**src/rtl/motor_deadtime_gate_pkg.sv**
```systemverilog
// Shared types and bit-layout constants for the motor dead-time gate.
package motor_pkg;

  typedef enum logic [1:0] {
    PH_OFF,
    PH_HI,
    PH_LO,
    PH_DEAD
  } phase_state_t;

  localparam int unsigned K_NPHASES = 3;
  localparam int unsigned K_PATW    = 2 * K_NPHASES;

  // Pattern layout: high side of phase k at K_HI_BASE+k, low side at K_LO_BASE+k.
  localparam int unsigned K_HI_BASE = 0;
  localparam int unsigned K_LO_BASE = K_NPHASES;

endpackage

```
**src/rtl/motor_deadtime_gate_if.sv**
```systemverilog
// Pattern-in / gate-command-out bundle of the dead-time gate.
// Optional min-on parameter present when MOTOR_DEADTIME_MIN_ON_EN is defined.
interface motor_deadtime_gate_if #(
  parameter int unsigned K_DTWIDTH = 8
);
  import motor_pkg::*;

  logic                  i_enable;
  logic [K_PATW-1:0]     i_pattern;
  logic [K_DTWIDTH-1:0]  i_param_deadtime;
`ifdef MOTOR_DEADTIME_MIN_ON_EN
  logic [K_DTWIDTH-1:0]  i_param_min_on;
`endif
  logic                  i_fault_clear;
  logic [K_PATW-1:0]     o_cmd;
  logic                  o_shoot_through;
  logic                  o_busy;

  modport master (
`ifdef MOTOR_DEADTIME_MIN_ON_EN
    output i_param_min_on,
`endif
    output i_enable,
    output i_pattern,
    output i_param_deadtime,
    output i_fault_clear,
    input  o_cmd,
    input  o_shoot_through,
    input  o_busy
  );

  modport slave (
`ifdef MOTOR_DEADTIME_MIN_ON_EN
    input  i_param_min_on,
`endif
    input  i_enable,
    input  i_pattern,
    input  i_param_deadtime,
    input  i_fault_clear,
    output o_cmd,
    output o_shoot_through,
    output o_busy
  );

endinterface

```
**src/rtl/motor_deadtime_gate_phase.sv**
```systemverilog
// One half-bridge: OFF/HI/LO/DEAD state machine with dead-time counter.
// MOTOR_DEADTIME_MIN_ON_EN adds a minimum on-time hold for HI and LO.
module deadtime_phase
  import motor_pkg::*;
#(
  parameter int unsigned K_DTWIDTH = 8
) (
  input  logic                 clk,
  input  logic                 rst_n,
`ifdef MOTOR_DEADTIME_MIN_ON_EN
  input  logic                 enable,
  input  logic [K_DTWIDTH-1:0] min_on,
`endif
  input  logic [1:0]           req,       // {hi, lo}, already gated by enable
  input  logic [K_DTWIDTH-1:0] deadtime,
  output logic                 hi,
  output logic                 lo,
  output logic                 dead,
  output logic                 illegal
);

  localparam logic [K_DTWIDTH-1:0] DtOne  = K_DTWIDTH'(1);
  localparam logic [1:0]           ReqHi  = 2'b10;
  localparam logic [1:0]           ReqLo  = 2'b01;
  localparam logic [1:0]           ReqBad = 2'b11;

  phase_state_t         state_q, state_d;
  logic [K_DTWIDTH-1:0] cnt_q, cnt_d;
  logic [K_DTWIDTH-1:0] dt_load;
  logic [1:0]           req_eff;
  logic                 hold;
  logic                 enter_on;

  assign illegal = (req == ReqBad);
  assign req_eff = illegal ? 2'b00 : req;
  assign dt_load = (deadtime == '0) ? DtOne : deadtime;

`ifdef MOTOR_DEADTIME_MIN_ON_EN
  logic [K_DTWIDTH-1:0] mon_q, mon_d;

  // Hold the on-state while min-on runs, unless disabled or shoot-through requested.
  assign hold = (mon_q > DtOne) && enable && !illegal;

  always_comb begin
    mon_d = mon_q;
    if (enter_on) begin
      mon_d = min_on;
    end else if ((state_q == PH_HI || state_q == PH_LO) && mon_q != '0) begin
      mon_d = mon_q - DtOne;
    end
  end

  always_ff @(posedge clk or negedge rst_n) begin
    if (!rst_n) begin
      mon_q <= '0;
    end else begin
      mon_q <= mon_d;
    end
  end
`else
  assign hold = 1'b0;
`endif

  always_comb begin
    state_d  = state_q;
    cnt_d    = cnt_q;
    enter_on = 1'b0;
    unique case (state_q)
      PH_OFF: begin
        if (req_eff == ReqHi) begin
          state_d  = PH_HI;
          enter_on = 1'b1;
        end else if (req_eff == ReqLo) begin
          state_d  = PH_LO;
          enter_on = 1'b1;
        end
      end
      PH_HI: begin
        if (req_eff != ReqHi && !hold) begin
          state_d = PH_DEAD;
          cnt_d   = dt_load;
        end
      end
      PH_LO: begin
        if (req_eff != ReqLo && !hold) begin
          state_d = PH_DEAD;
          cnt_d   = dt_load;
        end
      end
      PH_DEAD: begin
        // The last DEAD cycle is the one holding count 1; leave on its edge.
        if (cnt_q <= DtOne) begin
          cnt_d = '0;
          if (req_eff == ReqHi) begin
            state_d  = PH_HI;
            enter_on = 1'b1;
          end else if (req_eff == ReqLo) begin
            state_d  = PH_LO;
            enter_on = 1'b1;
          end else begin
            state_d  = PH_OFF;
          end
        end else begin
          cnt_d = cnt_q - DtOne;
        end
      end
      default: begin
        state_d = PH_OFF;
        cnt_d   = '0;
      end
    endcase
  end

  always_ff @(posedge clk or negedge rst_n) begin
    if (!rst_n) begin
      state_q <= PH_OFF;
      cnt_q   <= '0;
    end else begin
      state_q <= state_d;
      cnt_q   <= cnt_d;
    end
  end

  assign hi   = (state_q == PH_HI);
  assign lo   = (state_q == PH_LO);
  assign dead = (state_q == PH_DEAD);

endmodule

```
**src/rtl/motor_deadtime_gate.sv**
```systemverilog
// Three-phase dead-time gate: enable gating, per-phase FSMs, sticky shoot-through flag.
// Build with MOTOR_DEADTIME_MIN_ON_EN for the minimum on-time filter.
module motor_deadtime_gate
  import motor_pkg::*;
#(
  parameter int unsigned K_DTWIDTH = 8
) (
  input logic                 i_clk,
  input logic                 i_rst_n,
  motor_deadtime_gate_if.slave bus
);

  logic [K_NPHASES-1:0] ph_hi;
  logic [K_NPHASES-1:0] ph_lo;
  logic [K_NPHASES-1:0] ph_dead;
  logic [K_NPHASES-1:0] ph_illegal;
  logic                 st_q, st_d;

  for (genvar k = 0; k < K_NPHASES; k++) begin : g_phase
    logic [1:0] req;

    // Disabling forces an off request before the shoot-through check.
    assign req = bus.i_enable ?
                 {bus.i_pattern[K_HI_BASE + k], bus.i_pattern[K_LO_BASE + k]} : 2'b00;

    deadtime_phase #(
      .K_DTWIDTH (K_DTWIDTH)
    ) u_phase (
      .clk      (i_clk),
      .rst_n    (i_rst_n),
`ifdef MOTOR_DEADTIME_MIN_ON_EN
      .enable   (bus.i_enable),
      .min_on   (bus.i_param_min_on),
`endif
      .req      (req),
      .deadtime (bus.i_param_deadtime),
      .hi       (ph_hi[k]),
      .lo       (ph_lo[k]),
      .dead     (ph_dead[k]),
      .illegal  (ph_illegal[k])
    );
  end

  // A new illegal request wins over a same-cycle clear.
  assign st_d = (st_q & ~bus.i_fault_clear) | (|ph_illegal);

  always_ff @(posedge i_clk or negedge i_rst_n) begin
    if (!i_rst_n) begin
      st_q <= 1'b0;
    end else begin
      st_q <= st_d;
    end
  end

  assign bus.o_cmd           = {ph_lo, ph_hi};
  assign bus.o_shoot_through = st_q;
  assign bus.o_busy          = |ph_dead;

endmodule

```
**src/flat_wrapper.sv**
```systemverilog
// flat-port wrapper written by rule: the top's interface ports become plain ports
module motor_deadtime_gate_flat import motor_pkg::*;
#(
  parameter int unsigned K_DTWIDTH = 8
)
  (i_clk, i_rst_n, bus_i_enable, bus_i_pattern, bus_i_param_deadtime, bus_i_fault_clear, bus_o_cmd, bus_o_shoot_through, bus_o_busy);
  motor_deadtime_gate_if #(.K_DTWIDTH(K_DTWIDTH)) bus_i ();
  input logic i_clk;
  input logic i_rst_n;
  input wire logic [$bits(bus_i.i_enable)-1:0] bus_i_enable;
  input wire logic [$bits(bus_i.i_pattern)-1:0] bus_i_pattern;
  input wire logic [$bits(bus_i.i_param_deadtime)-1:0] bus_i_param_deadtime;
  input wire logic [$bits(bus_i.i_fault_clear)-1:0] bus_i_fault_clear;
  output wire logic [$bits(bus_i.o_cmd)-1:0] bus_o_cmd;
  output wire logic [$bits(bus_i.o_shoot_through)-1:0] bus_o_shoot_through;
  output wire logic [$bits(bus_i.o_busy)-1:0] bus_o_busy;
  assign bus_i.i_enable = bus_i_enable;
  assign bus_i.i_pattern = bus_i_pattern;
  assign bus_i.i_param_deadtime = bus_i_param_deadtime;
  assign bus_i.i_fault_clear = bus_i_fault_clear;
  assign bus_o_cmd = bus_i.o_cmd;
  assign bus_o_shoot_through = bus_i.o_shoot_through;
  assign bus_o_busy = bus_i.o_busy;
  motor_deadtime_gate #(.K_DTWIDTH(K_DTWIDTH)) u_core (.i_clk(i_clk), .i_rst_n(i_rst_n), .bus(bus_i));
endmodule
```
**config.mk**
```make
export PLATFORM = sky130hd
export DESIGN_NAME = motor_deadtime_gate_flat
export DESIGN_NICKNAME = d
export VERILOG_FILES = /design/src/rtl/motor_deadtime_gate_pkg.sv /design/src/rtl/motor_deadtime_gate_if.sv /design/src/rtl/motor_deadtime_gate_phase.sv /design/src/rtl/motor_deadtime_gate.sv /design/src/flat_wrapper.sv
export SDC_FILE = /design/constraint.sdc
export NUM_CORES = 1
export LEC_CHECK = 0
export ABC_CLOCK_PERIOD_IN_PS = 2200
export CAP_MARGIN = 20
export CORE_ASPECT_RATIO = 0.8
export CORE_MARGIN = 2
export CORE_UTILIZATION = 55
export DETAILED_ROUTE_END_ITERATION = 12
export GPL_TIMING_DRIVEN = 0
export PLACE_DENSITY = 0.78
export SLEW_MARGIN = 20
export SYNTH_ARGS = -nofsm -noshare
export SYNTH_HDL_FRONTEND = slang
export SYNTH_SLANG_ARGS = --single-unit
```
**constraint.sdc**
```tcl
create_clock -name i_clk -period 2.2 [get_ports i_clk]
set_input_delay 0.44 -clock i_clk [delete_from_list [all_inputs] [get_ports i_clk]]
set_output_delay 0.44 -clock i_clk [all_outputs]
set_load 0.005 [all_outputs]
```
==> results by group <==
Outcome
  – Status: finished, violations left
  – Failing checks: negative setup slack

Power
  – Int Power: ~0.0025 W
  – Sw frac: around 45%
  – Leak: around 1.3 nW
  – Switching pwr: just over 0.002 W
  – Worst VDD drop: roughly 0.83 mV
  – Pwr dens: about 1500 nW/um^2
  – Total power: around 0.0045 W
  – Sequential power share: a little over a quarter
  – Clock power share: a little over a tenth
  – Comb pwr share: 61.8%

Synthesis
  – Synth Area in XOR/XNOR: 0%
  – Synth warnings: 0
  – Yosys top cell area share: a little under a third
  – Synth Area in Compound Gates: between 30% and 40%
  – Top post-synthesis cells by area: dfrtp_1 (31%), ha_1 (15%), o21ai_0 (5.3%)
  – Cells after Synth: ~270
  – Adder-Cell Fraction of Synth Area: between 10% and 20%
  – Post-Syn Nets: 315
  – Syn avg cell area: about 9.3 um^2
  – Cell Area, Synth: approximately 2500 um^2
  – Main combinational cell family by area after synthesis: compound AO/OA/AOI/OAI gates
  – Synth cell types: 52
  – Top FF cell, synth: dfrtp_1
  – Mux cell area share after synthesis: 2.73%
  – Synth Area in Simple Gates: about 13%
  – #FFs+latches synth: 31
  – Post-synthesis sequential area ratio: a little under a third
  – Post-synth top area cell: dfrtp_1
  – Post-synth EDFFs: 0
  – Async S/R FF share, synth: 100%

Die
  – Die X: slightly below 80 um
  – Core area: approximately 4300 um^2
  – Io pins: 26
  – Full die area: ~5000 um^2
  – Std-Cell Rows: 21
  – Die height: between 60 and 70 um
  – Initial Util: approximately 58%

Timing
  – Final setup margin: -0.0117 ns
  – Least-Margin Pin Slew: between 0.5 and 0.6 ns
  – Final setup viols: 1
  – Slew headroom: around 60%
  – Worst Skew: between 0.004 and 0.005 ns
  – Setup_tns: -0.0117 ns
  – RSZ-0062 raised after global routing: yes
  – Minimum clock period: between 2 and 2.5 ns
  – Fin. max-slew vios: 0
  – Fmax: 452 MHz
  – Final hold violations: 0
  – Final Cycle Share: 101%

Route
  – Drt wl/cell: between 15 and 20 um
  – Drt total wl: between 5000 and 6000 um
  – Antenna-violating nets left: 0
  – Vias per std cell: between 6 and 7
  – Via Count: 2250
  – Initial DRC count: around 220
  – DR pass1 iterations: 5
  – Drt drc: 0

Worst setup path
  – Arr. time, crit path: 1.77 ns
  – R2R cell count: 4
  – CP delay by family, top: buffers and inverters
  – Buf/Inv on CP: 4
  – Crit path kind: reg -> out
  – Levels on crit path: 5
  – Most used cell, CP: buf_4
  – Crit path max-delay cell type: clkdlybuf4s50_1
  – Critical path, cell by cell: buf_4, inv_1, ha_2, buf_4, clkdlybuf4s50_1
  – Critical Path RT: around 1.8 ns
  – Critical path endpoint category: output port
  – Max stage delay on crit path: about 0.48 ns
  – Nature of the critical path startpoint: flop
  – Largest fanout on the critical path: 4

Worst hold path
  – Min-Delay Path Class: in -> async

Clocking
  – CTS tree: yes
  – Clock Sinks: 31
  – H-tree levels: 2
  – CTS buffer count: 5
  – Root buffer cell: clkbuf_8
  – Longest Clk Path Bufs: 2
  – Clk_lat worst skew: approximately 0.28 ns
  – Clock-pin slew on the worst setup and hold paths: about 0.070 ns

Finish
  – N_diodes: 0
  – Nets: between 300 and 400
  – Fill cells: just over 300
  – Fraction of layout cells with a size suffix above 1: a little under a fifth
  – Area of the multi-input gates: between 1500 and 2000 um^2
  – Area Growth Syn to Fin: 25.2%
  – Final Util: between 70% and 80%
  – Storage cell area: 778 um^2

Placement
  – Routability-driven placement congestion ratio: just under 0.9
  – Port Buffer Count: 25
  – Setup WS pre-CTS: -0.669 ns
  – HPWL Detailed: 4220 um

Global route
  – Largest net degree at the start of global routing: 22
  – Grt ovf: 0
  – Gr usage total: around 24%
  – Antenna violations before repair: 0
  – Vias in the first global route: 2144
  – First-pass GRT wire length: a little under 10000 um

Run
  – Max-cap violations: 0
## layer usage
layer	vias to the layer above	track usage, %	wire length (um)
met5	-	0	0
met4	0	8.62	75
met3	12	4.38	350
met2	95	36.2	2560
met1	1072	35.4	2860
li1	1071	-	-
## placed cells by master, fill, tap and decap left out, types with 7 or more instances in the layout
master           instances
ha_4                     7
dfrtp_1                 29
buf_4                   11
o21ai_0                 25
inv_1                   31
clkdlybuf4s50_1         21
nor2_1                   9
clkbuf_8                 7
nand2_1                 12
ha_1                    20
## state kept, by name (all words and copies together) (netlist names)
signal	cells
u_core.g_phase.u_phase.state_q	6
u_core.g_phase.u_phase.cnt_q	24
u_core.bus.o_shoot_through	1
## worst reg2reg max path, delay by kind of cell, from the launching register on
family | cells | cell delay [ns]
mux | 1 | 0.34
flops | 1 | 0.43
simple gates | 2 | 0.60
compound gates | 1 | 0.61
## cell usage after synthesis, drive strengths merged, types with 3 or more instances
cell	count
o21ai	27
and2	3
nor2b	3
nor2	9
a221o	3
o31a	3
a211oi	3
mux2	6
or4	4
a222oi	3
a22o	6
nand2	13
buf	6
a221oi	3
o211ai	3
o32a	6
a21boi	6
o21a	3
nor3	6
clkbuf	8
a21oi	7
dfrtp	31
inv	32
o22ai	6
o31ai	3
ha	30
o221ai	5
or3	7
## stage by stage
stage	hold slack, ns	area (um^2)	std cells
2_1_floorplan	0.144	2480	267
5_1_grt	0.0748	3100	360
4_1_cts	0.0614	2960	355
6_report	0.0468	3100	360
3_5_place_dp	0.358	2820	350
3_3_place_gp	0.487	2800	349
## power groups by stage
stage                     sequential, W  combinational (W)  clock, W
after floorplan                 0.00111            0.00191         0
after global placement          0.00118            0.00242         0
after detailed placement        0.00120            0.00250         0
after CTS                       0.00119            0.00260  0.000502
after global routing            0.00129            0.00311  0.000533
final                           0.00123            0.00279  0.000495
## cells by family (layout without fill, tap and decap cells)
| group | after synthesis | after routing |
|---|---|---|
| AOI/OAI and AO/OA | 98 | 98 |
| muxes | 6 | 6 |
| adders and majority gates | 30 | 30 |
| DFF | 31 | 31 |
| and+or+nand+nor | 56 | 56 |
| buffers and inverters | 46 | 82 |
## repair_timing
item / in CTS / in global routing
pin swaps: 1 / 5
buffers inserted: 0 / 5
endpoints found under the hold margin: 0 / 0
gates cloned: 0 / 0
resized for setup: 15 / 26
hold buffers: 0 / 0
endpoints found under the setup margin: 21 / 14
## worst paths after layout
kind	slack, ns	to	start
worst max-delay path	-0.01	bus_o_cmd[0]	u_core.g_phase[0].u_phase.state_q[1]
min in group i_clk	0.54	u_core.g_phase[1].u_phase.cnt_q[4]	u_core.g_phase[1].u_phase.cnt_q[4]
max in group asynchronous	1.72	u_core.g_phase[1].u_phase.state_q[0]	i_rst_n
worst min register to register	0.54	u_core.g_phase[1].u_phase.cnt_q[4]	u_core.g_phase[1].u_phase.cnt_q[4]
worst max register to register	0.10	u_core.g_phase[2].u_phase.state_q[0]	u_core.g_phase[2].u_phase.cnt_q[4]
worst min-delay path	0.05	u_core.g_phase[0].u_phase.cnt_q[6]	i_rst_n
## layout make-up
cell class / count / area share, %
Multi-Input combinational cell: 190 / 52.9
Sequential cell: 31 / 25.1
Timing Repair Buffer: 31 / 10.1
Inverter: 32 / 3.87
Clock buffer: 8 / 3.23
Buffer: 11 / 2.46
Tap cell: 57 / 2.30
(Power assumes the default switching activity.)
